## config.mk

```make
export PLATFORM = sky130hd
export DESIGN_NAME = spi_arbiter
export DESIGN_NICKNAME = d
export VERILOG_FILES = /design/src/rtl/spi_pkg.sv /design/src/rtl/spi_rr_picker.sv /design/src/rtl/spi_arbiter.sv
export SDC_FILE = /design/constraint.sdc
export NUM_CORES = 1
export LEC_CHECK = 0
export CORE_UTILIZATION = 40
export DETAILED_ROUTE_END_ITERATION = 8
export HOLD_SLACK_MARGIN = 0.05
export PLACE_DENSITY = 0.79
export SLEW_MARGIN = 20
export SYNTH_ARGS = -nofsm -noshare
export SYNTH_HDL_FRONTEND = slang
export SYNTH_SLANG_ARGS = --single-unit
```

## constraint.sdc

```tcl
create_clock -name clk -period 2.5 [get_ports clk]
set_clock_uncertainty 0.15 [all_clocks]
set_input_delay 0.5 -clock clk [delete_from_list [all_inputs] [get_ports clk]]
set_output_delay 0.5 -clock clk [all_outputs]
set_load 0.02 [all_outputs]
```

## src/rtl/spi_pkg.sv

```systemverilog
// Shared definitions for the SPI arbiter slice: FSM state type, byte width
// and the largest supported requester count.
package spi_pkg;

  localparam int unsigned BYTE_W   = 8;
  localparam int unsigned NREQ_MAX = 8;

  typedef enum logic [2:0] {
    S_IDLE   = 3'd0,
    S_ARB    = 3'd1,
    S_LAUNCH = 3'd2,
    S_WAIT   = 3'd3,
    S_RESP   = 3'd4
  } arb_state_t;

endpackage

```

## src/rtl/spi_rr_picker.sv

```systemverilog
// Combinational round-robin selector: first set request bit at or after the
// pointer, wrapping from NREQ-1 back to 0. Returns one-hot and index.
module spi_rr_picker
  import spi_pkg::*;
#(
  parameter int unsigned NREQ = 4
) (
  input  logic [NREQ-1:0] i_req,
  input  logic [2:0]      i_ptr,
  output logic [NREQ-1:0] o_onehot,
  output logic [2:0]      o_idx,
  output logic            o_any
);

  logic [NREQ-1:0] w_mask;
  logic [NREQ-1:0] w_hi;
  logic [NREQ-1:0] w_src;
  logic            w_found;

  assign o_any = |i_req;

  // Requests at/after the pointer take priority; otherwise wrap to the lowest.
  always_comb begin
    w_mask = '0;
    for (int unsigned k = 0; k < NREQ; k++) begin
      w_mask[k] = (k >= 32'(i_ptr));
    end
    w_hi     = i_req & w_mask;
    w_src    = (w_hi != '0) ? w_hi : i_req;
    o_onehot = '0;
    o_idx    = '0;
    w_found  = 1'b0;
    for (int unsigned k = 0; k < NREQ; k++) begin
      if (!w_found && w_src[k]) begin
        w_found     = 1'b1;
        o_onehot[k] = 1'b1;
        o_idx       = 3'(k);
      end
    end
  end

endmodule

```

## src/rtl/spi_arbiter.sv

```systemverilog
// Round-robin arbiter sharing one SPI master among NREQ requesters.
// Optional transfer timeout enabled by defining SPI_ARB_TIMEOUT_EN.
module spi_arbiter
  import spi_pkg::*;
#(
  parameter int unsigned NREQ    = 4,
  parameter int unsigned TIMEOUT = 1024
) (
  input  logic                   clk,
  input  logic                   rst,
  input  logic [NREQ-1:0]        req,
  input  logic [NREQ*BYTE_W-1:0] req_data,
  output logic [NREQ-1:0]        grant,
  output logic                   rsp_valid,
  output logic [2:0]             rsp_id,
  output logic [BYTE_W-1:0]      rsp_data,
  output logic                   rsp_err,
  output logic                   m_send,
  output logic [BYTE_W-1:0]      m_data,
  input  logic                   m_done,
  input  logic [BYTE_W-1:0]      m_rx,
  input  logic                   m_cs,
  output logic [NREQ-1:0]        ss_n
);

  arb_state_t        r_state;
  logic [2:0]        r_ptr;
  logic [2:0]        r_owner;
  logic [NREQ-1:0]   r_grant;
  logic              r_m_send;
  logic [BYTE_W-1:0] r_m_data;
  logic              r_rsp_valid;
  logic [2:0]        r_rsp_id;
  logic [BYTE_W-1:0] r_rsp_data;
  logic              r_done_q;

  logic [NREQ-1:0]   w_pick_oh;
  logic [2:0]        w_pick_idx;
  logic              w_pick_any;
  logic [BYTE_W-1:0] w_sel_data;
  logic [2:0]        w_ptr_next;
  logic              w_done_rise;

  spi_rr_picker #(.NREQ(NREQ)) u_picker (
    .i_req    (req),
    .i_ptr    (r_ptr),
    .o_onehot (w_pick_oh),
    .o_idx    (w_pick_idx),
    .o_any    (w_pick_any)
  );

  // Byte of the requester the picker selected.
  always_comb begin
    w_sel_data = '0;
    for (int unsigned k = 0; k < NREQ; k++) begin
      if (w_pick_oh[k]) w_sel_data = req_data[k*BYTE_W +: BYTE_W];
    end
  end

  assign w_ptr_next  = (w_pick_idx == 3'(NREQ - 1)) ? 3'd0 : w_pick_idx + 3'd1;
  assign w_done_rise = m_done & ~r_done_q;

  assign grant     = r_grant;
  assign m_send    = r_m_send;
  assign m_data    = r_m_data;
  assign rsp_valid = r_rsp_valid;
  assign rsp_id    = r_rsp_id;
  assign rsp_data  = r_rsp_data;
  assign ss_n      = {NREQ{m_cs}} | ~r_grant;

`ifdef SPI_ARB_TIMEOUT_EN
  localparam int unsigned CNT_W = $clog2(TIMEOUT + 1);
  logic [CNT_W-1:0] r_cnt;
  logic             r_rsp_err;
  assign rsp_err = r_rsp_err;
`else
  assign rsp_err = 1'b0;
`endif

  // Arbitration FSM with registered grant, master handshake and response.
  always_ff @(posedge clk or posedge rst) begin
    if (rst) begin
      r_state     <= S_IDLE;
      r_ptr       <= '0;
      r_owner     <= '0;
      r_grant     <= '0;
      r_m_send    <= 1'b0;
      r_m_data    <= '0;
      r_rsp_valid <= 1'b0;
      r_rsp_id    <= '0;
      r_rsp_data  <= '0;
      r_done_q    <= 1'b0;
`ifdef SPI_ARB_TIMEOUT_EN
      r_cnt       <= '0;
      r_rsp_err   <= 1'b0;
`endif
    end else begin
      r_done_q    <= m_done;
      r_m_send    <= 1'b0;
      r_rsp_valid <= 1'b0;
      case (r_state)
        S_IDLE: begin
          if (|req) r_state <= S_ARB;
        end
        S_ARB: begin
          if (w_pick_any) begin
            r_grant  <= w_pick_oh;
            r_owner  <= w_pick_idx;
            r_m_data <= w_sel_data;
            r_ptr    <= w_ptr_next;
            r_m_send <= 1'b1;
            r_state  <= S_LAUNCH;
          end else begin
            r_state <= S_IDLE;
          end
        end
        S_LAUNCH: begin
`ifdef SPI_ARB_TIMEOUT_EN
          r_cnt <= '0;
`endif
          r_state <= S_WAIT;
        end
        S_WAIT: begin
          // A done edge outranks a timeout expiring in the same cycle.
          if (w_done_rise) begin
            r_rsp_data  <= m_rx;
            r_rsp_id    <= r_owner;
            r_rsp_valid <= 1'b1;
`ifdef SPI_ARB_TIMEOUT_EN
            r_rsp_err   <= 1'b0;
`endif
            r_state     <= S_RESP;
          end
`ifdef SPI_ARB_TIMEOUT_EN
          else if (r_cnt == CNT_W'(TIMEOUT - 1)) begin
            r_rsp_data  <= '0;
            r_rsp_id    <= r_owner;
            r_rsp_valid <= 1'b1;
            r_rsp_err   <= 1'b1;
            r_state     <= S_RESP;
          end else begin
            r_cnt <= r_cnt + 1'b1;
          end
`endif
        end
        S_RESP: begin
          r_grant <= '0;
          r_state <= S_IDLE;
        end
        default: r_state <= S_IDLE;
      endcase
    end
  end

endmodule

```

== Yosys cells after proc, flatten, opt, wreduce, memory -nomap -nowiden ==
Index checks and enable logic that the tools add are counted.
Word-level totals
  logic and storage cells: 67
  bits of input ports: 48
  flip-flop bits (word level): 35
  output and inout bits: 30
Operators by class
  reduce and logical (&&, ||, !) cells: 14
  bitwise operators: 5
  eq/ne operators: 8
  add/subtract/negate cells: 1
  multiplexer cells: 25
  $lt $le $gt $ge: 4
Operator list (number)
  8-bit 2-to-1 mux: 4
  3-bit one-hot mux with 4 select lines: 1
  1-bit 2-to-1 mux: 11
  3-bit by 2-bit equality test with 1-bit output (second input constant): 3
  3-bit 2-to-1 mux: 3
  4-bit 2-to-1 mux: 2
  4-bit one-hot mux with 2 select lines: 1
  2-bit AND reduction: 4
  1-bit by 3-bit greater-or-equal comparator with 1-bit output (first input constant): 2
  2-bit by 3-bit greater-or-equal comparator with 1-bit output (first input constant): 2
  2-bit 2-to-1 mux: 3
  4-bit AND: 1
  2-bit by 1-bit != test with 1-bit output (second input constant): 2
  4-bit inverter: 1
  4-bit OR: 1
  4-bit nonzero test: 1
  4-bit OR reduction: 1
  3-bit by 1-bit adder with 3-bit output (second input constant): 1
  3-bit by 1-bit equality test with 1-bit output (second input constant): 1
  3-bit equality test (second input constant): 1
  1-bit logical AND: 3
  1-bit zero test: 3
  3-bit zero test: 1
  2-bit != test (second input constant): 1
  3 further kinds: 3

== Logic depth before layout (Yosys ltp) ==
  depth in word-level cells: 16
  gate-level depth with buffers: 7

== Hierarchy ==
From an unflattened synthesis, not the netlist that was laid out.
Unflattened totals
  cells, all modules: 192
  area total of the unflattened synthesis: 1986.9 µm²
Modules (own cells, without submodules)
  spi_arbiter: times used 1, area an instance 1799.2 µm², seq. area each 875.8 µm², cells an instance 161
  spi_rr_picker: times used 1, area an instance 187.7 µm², seq. area each 0.0 µm², cells an instance 31

== Worst setup path after synthesis ==
Ideal clock, no wire load.
  path type: input to register
  start point: input req[0]
  end point: register r_m_data[1], in the netlist m_data[1]
  slack: 0.566 ns
  arrival time: 1.661 ns
  cell stages on the path: 6
  data required time: 2.227 ns
  setup time: 0.123 ns
  buffers on the path: 2
  cells stage by stage: or4_1 buf_2 nand3_4 inv_4 buf_8 o221a_1
On the way
  cells in the longest elaborated chain, start to end: 14
  elaborated cells on any way between the ends: 21
RTL lines
  start, declared: RTL line spi_arbiter.sv:11  | input logic [NREQ-1:0] req,
  4-bit AND: RTL line spi_rr_picker.sv:28  | w_hi = i_req & w_mask;
  4-bit nonzero test: RTL line spi_rr_picker.sv:29  | w_src = (w_hi != '0) ? w_hi : i_req;
  4-bit 2-to-1 mux: RTL line spi_rr_picker.sv:29
  1-bit 2-to-1 mux: RTL line spi_rr_picker.sv:34  | if (!w_found && w_src[k]) begin
  1-bit zero test: RTL line spi_rr_picker.sv:34
  1-bit logical AND: RTL line spi_rr_picker.sv:34
  1-bit 2-to-1 mux: RTL line spi_rr_picker.sv:34
  1-bit zero test: RTL line spi_rr_picker.sv:34
  1-bit logical AND: RTL line spi_rr_picker.sv:34
  1-bit 2-to-1 mux: RTL line spi_rr_picker.sv:34
  1-bit zero test: RTL line spi_rr_picker.sv:34
  1-bit logical AND: RTL line spi_rr_picker.sv:34
  1-bit 2-to-1 mux: RTL line spi_rr_picker.sv:34
  8-bit 2-to-1 mux: RTL line spi_arbiter.sv:56  | if (w_pick_oh[k]) w_sel_data = req_data[k*BYTE_W +: BYTE_W];
  end signal, assigned: RTL line spi_arbiter.sv:109  | r_m_data <= w_sel_data;
  end, declared: RTL line spi_arbiter.sv:31  | logic [BYTE_W-1:0] r_m_data;
Several ways; a longest one is shown, not always the timed one.
A chain may end at the register's enable or synchronous reset.

== Final worst setup path ==
  start point: input m_cs
  end point: output ss_n[1]
On the way
  cells in the longest elaborated chain, start to end: 1
RTL lines
  start, declared: RTL line spi_arbiter.sv:22  | input logic m_cs,
  4-bit OR: RTL line spi_arbiter.sv:69  | assign ss_n = {NREQ{m_cs}} | ~r_grant;
  end, declared: RTL line spi_arbiter.sv:23  | output logic [NREQ-1:0] ss_n
No other way between the ends.

==> flow_summary.toml <==
[setup_path]
slowest_stage = "clkdlybuf4s50_1"
cp.arrival_ns = 1.71
end_kind = "output port"
crit_path_start_kind = "input port"
startpoint = "m_cs"
worstPathMaxFanout = 4
critical_path_class = "input port to output port"
cp_common_cell = "clkdlybuf4s50_1"
crit_chain = "clkdlybuf4s50_1 -> nand2b_1 -> clkdlybuf4s50_1"
critPathMaxStageDelay_ns = 0.59
crit_required_ns = 1.85
reg2reg_slack_ns = 0.50
cp-endpoint = "ss_n[1]"
crit-reg2reg-launch = "r_state[2]$_DFFE_PP0P_"
r2r-end = "m_data[0]$_DFFE_PP0P_"
r2r.worst_path.cells = 5

[die]
io_pins = 78
rows = 22
dieHeight_um = 65.7
start_util_pct = 43.1
core_area_um2 = 3770
dieWidth_um = 65.7
design.die.area_um2 = 4320

[placed_design]
place_ws_ns = -0.0283
portBuffers = 75
hpwlAfterDp_mm = 3.28
place_congestion = 0.791
placed_cell_area_um2 = 2430

[global_route]
grt_max_degree = 33
overflow = 0
grt.total_usage_pct = 22.1
grt_antenna_before_repair = 0
grt_pass1_vias = 1522
grt_pass1_wl_mm = 6.97

[sta]
finalMaxSlewViolations = 0
fin_setup_tns_ns = 0
layout_min_cycle_time_ns = 2.36
fmaxAchievable_mhz = 423
setup_viol = 0
fin_ws_ns = 0.137
period_share_pct = 94.5
rsz0062_at_grt = "false"
hold_ws_ns = 0.362
finalHoldViolCount = 0

[final_layout]
drive_above_1_share_pct = 14.6
final_common_cell = "clkdlybuf4s50_1"
final_cell_area_um2 = 2520
antenna_cells = 0
final_cell_mix = "clkdlybuf4s50_1 (75), dfrtp_1 (32), inv_1 (12), mux2_2 (12)"
n_fill_cell = 269
final_net_count = 274
area_growth_pct = 55.1

[cts]
postCtsSetupBuffers = 0
root_buffer = "clkbuf_8"
cts_max_level = 2
clk_pin_slew_ns = 0.07
clock_latency_ns = 0.29
hold_buffers = 0
clock_sinks = 32
clock_path_buffers = 2
post_cts_resized = 0
numCtsBuffers = 5
cts_tree = "built"

[min_path]
holdPathStages = 1
hold_path.class = "register to register"

[synthesis]
synth_xor_area_share_pct = 0
ys_seq_area_share_pct = 49.3
yosysUniqueCellTypes = 38
synth_area_leaders = "dfrtp_1 (49%), mux2_2 (8.3%), o221a_1 (4.8%)"
synthAdderAreaFrac_pct = 0.770
synthMuxAreaShare_pct = 8.31
synth_area_um2 = 1630
synthSimpleGateAreaFrac_pct = 10.1
synth_top_cell_area_share_pct = 49.3
avgSynthCellArea_um2 = 11.2
yosys_warnings = 0
synth_top_family_by_area = "compound AO/OA/AOI/OAI gates"
synth_largest_area_cell = "dfrtp_1"
synth_compound_area_share_pct = 24.7
syn_inst = 145
synth_seq_cells = 32

[power]
irDropWorstVdd_v = 0.000553
p_leak_nw = 1.04
power_density_nw_per_um2 = 1130

[detailed_routing]
vias_per_cell = 5.30
vias = 1451
ant_nets = 0
dr.pass1.iters = 4
post-route-drc-count = 0
totalWireLength_mm = 4.31
drt_iter0_drc = 49
wl_per_cell_um = 15.7

[run_status]
outcome = "finished, final reports clean"

[flow_run]
cap_violations = 0
[critical path, delay by kind of cell]
family | cells | cell delay (ns)
AND/OR/NAND/NOR | 1 | 0.12
buffers and inverters | 2 | 1.09
[layout make-up]
type | instances | area [um2] | share of cell area [%]
clock buffer | 6 | 82.6 | 3.28
clock inverter | 2 | 10.0 | 0.397
inverter | 13 | 51.3 | 2.03
multi-input combinational | 92 | 721 | 28.6
sequential | 32 | 801 | 31.8
tap | 48 | 60.1 | 2.38
timing repair buffer | 81 | 796 | 31.6
[state kept, by name, summed over array words and instances, names as in the netlist]
| signal | cells |
|---|---|
| grant | 4 |
| m_data | 8 |
| m_send | 1 |
| r_done_q | 1 |
| r_owner | 2 |
| r_ptr | 2 |
| r_state | 3 |
| rsp_data | 8 |
| rsp_id | 2 |
| rsp_valid | 1 |
[kinds of logic after synthesis]
| logic type | after synthesis |
|---|---|
| compound gates | 50 |
| fa+ha+maj | 1 |
| buf+inv | 22 |
| flops | 32 |
| mux | 12 |
| other cells | 1 |
| simple gates | 27 |
[metal layers]
layer / routed length [um] / part of all wire, % / track usage, % / up-vias
met5: 0 / 0 / 0 / -
li1: - / - / - / 694
met1: 1670 / 39 / 23.4 / 688
met3: 263 / 6.1 / 7.64 / 9
met2: 2300 / 53 / 40.3 / 60
met4: 74 / 1.7 / 7.34 / 0
[power by group]
group | switching, W | internal (W) | leakage (nW)
Clock | 0.000199 | 0.000219 | 0.0510
Combinational | 0.000704 | 0.000769 | 0.605
Sequential | 0.000199 | 0.000756 | 0.387
Total | 0.00110 | 0.00174 | 1.04
[synthesized netlist by cell type]
master     number
and2_1          1
a21oi_2         1
o31ai_1         1
nor3b_1         3
nand3b_1        1
ha_1            1
buf_8           1
inv_1          12
mux2_2         12
nand2_2         1
o21ai_0         6
o31a_1          1
a22oi_1         8
o21a_1          1
nand3_4         1
clkbuf_1        3
o211ai_2        1
o2bb2ai_1       1
dfrtp_1        32
a211oi_1        1
nor2b_1         3
or2_1           1
conb_1          1
a32o_1          2
o221a_1         7
buf_2           3
nand2b_1        5
o21bai_1        1
a22o_1          6
o211ai_1        8
inv_4           1
nand2_1         5
o221a_2         1
buf_4           2
or4_1           1
nor2_1          4
or2_2           1
a21oi_1         4
[worst min path at each step]
stage / start / end
floorplan: r_owner[0]$_DFFE_PP0P_ / r_owner[0]$_DFFE_PP0P_
global placement: rsp_data[4]$_DFFE_PP0P_ / rsp_data[4]$_DFFE_PP0P_
detailed placement: rsp_data[2]$_DFFE_PP0P_ / rsp_data[2]$_DFFE_PP0P_
CTS: rsp_data[2]$_DFFE_PP0P_ / rsp_data[2]$_DFFE_PP0P_
global route: rsp_data[6]$_DFFE_PP0P_ / rsp_data[6]$_DFFE_PP0P_
finish: rsp_data[2]$_DFFE_PP0P_ / rsp_data[2]$_DFFE_PP0P_
[through the flow]
step	utilization [%]	cells	total power [W]
finish	66.9	274	0.00285
global route	66.9	274	0.00301
CTS	66.9	274	0.00286
detailed placement	64.4	266	0.00243
global placement	64.4	266	0.00236
floorplan	-	146	0.00180
Note: power is estimated with default switching activity, not from simulation.
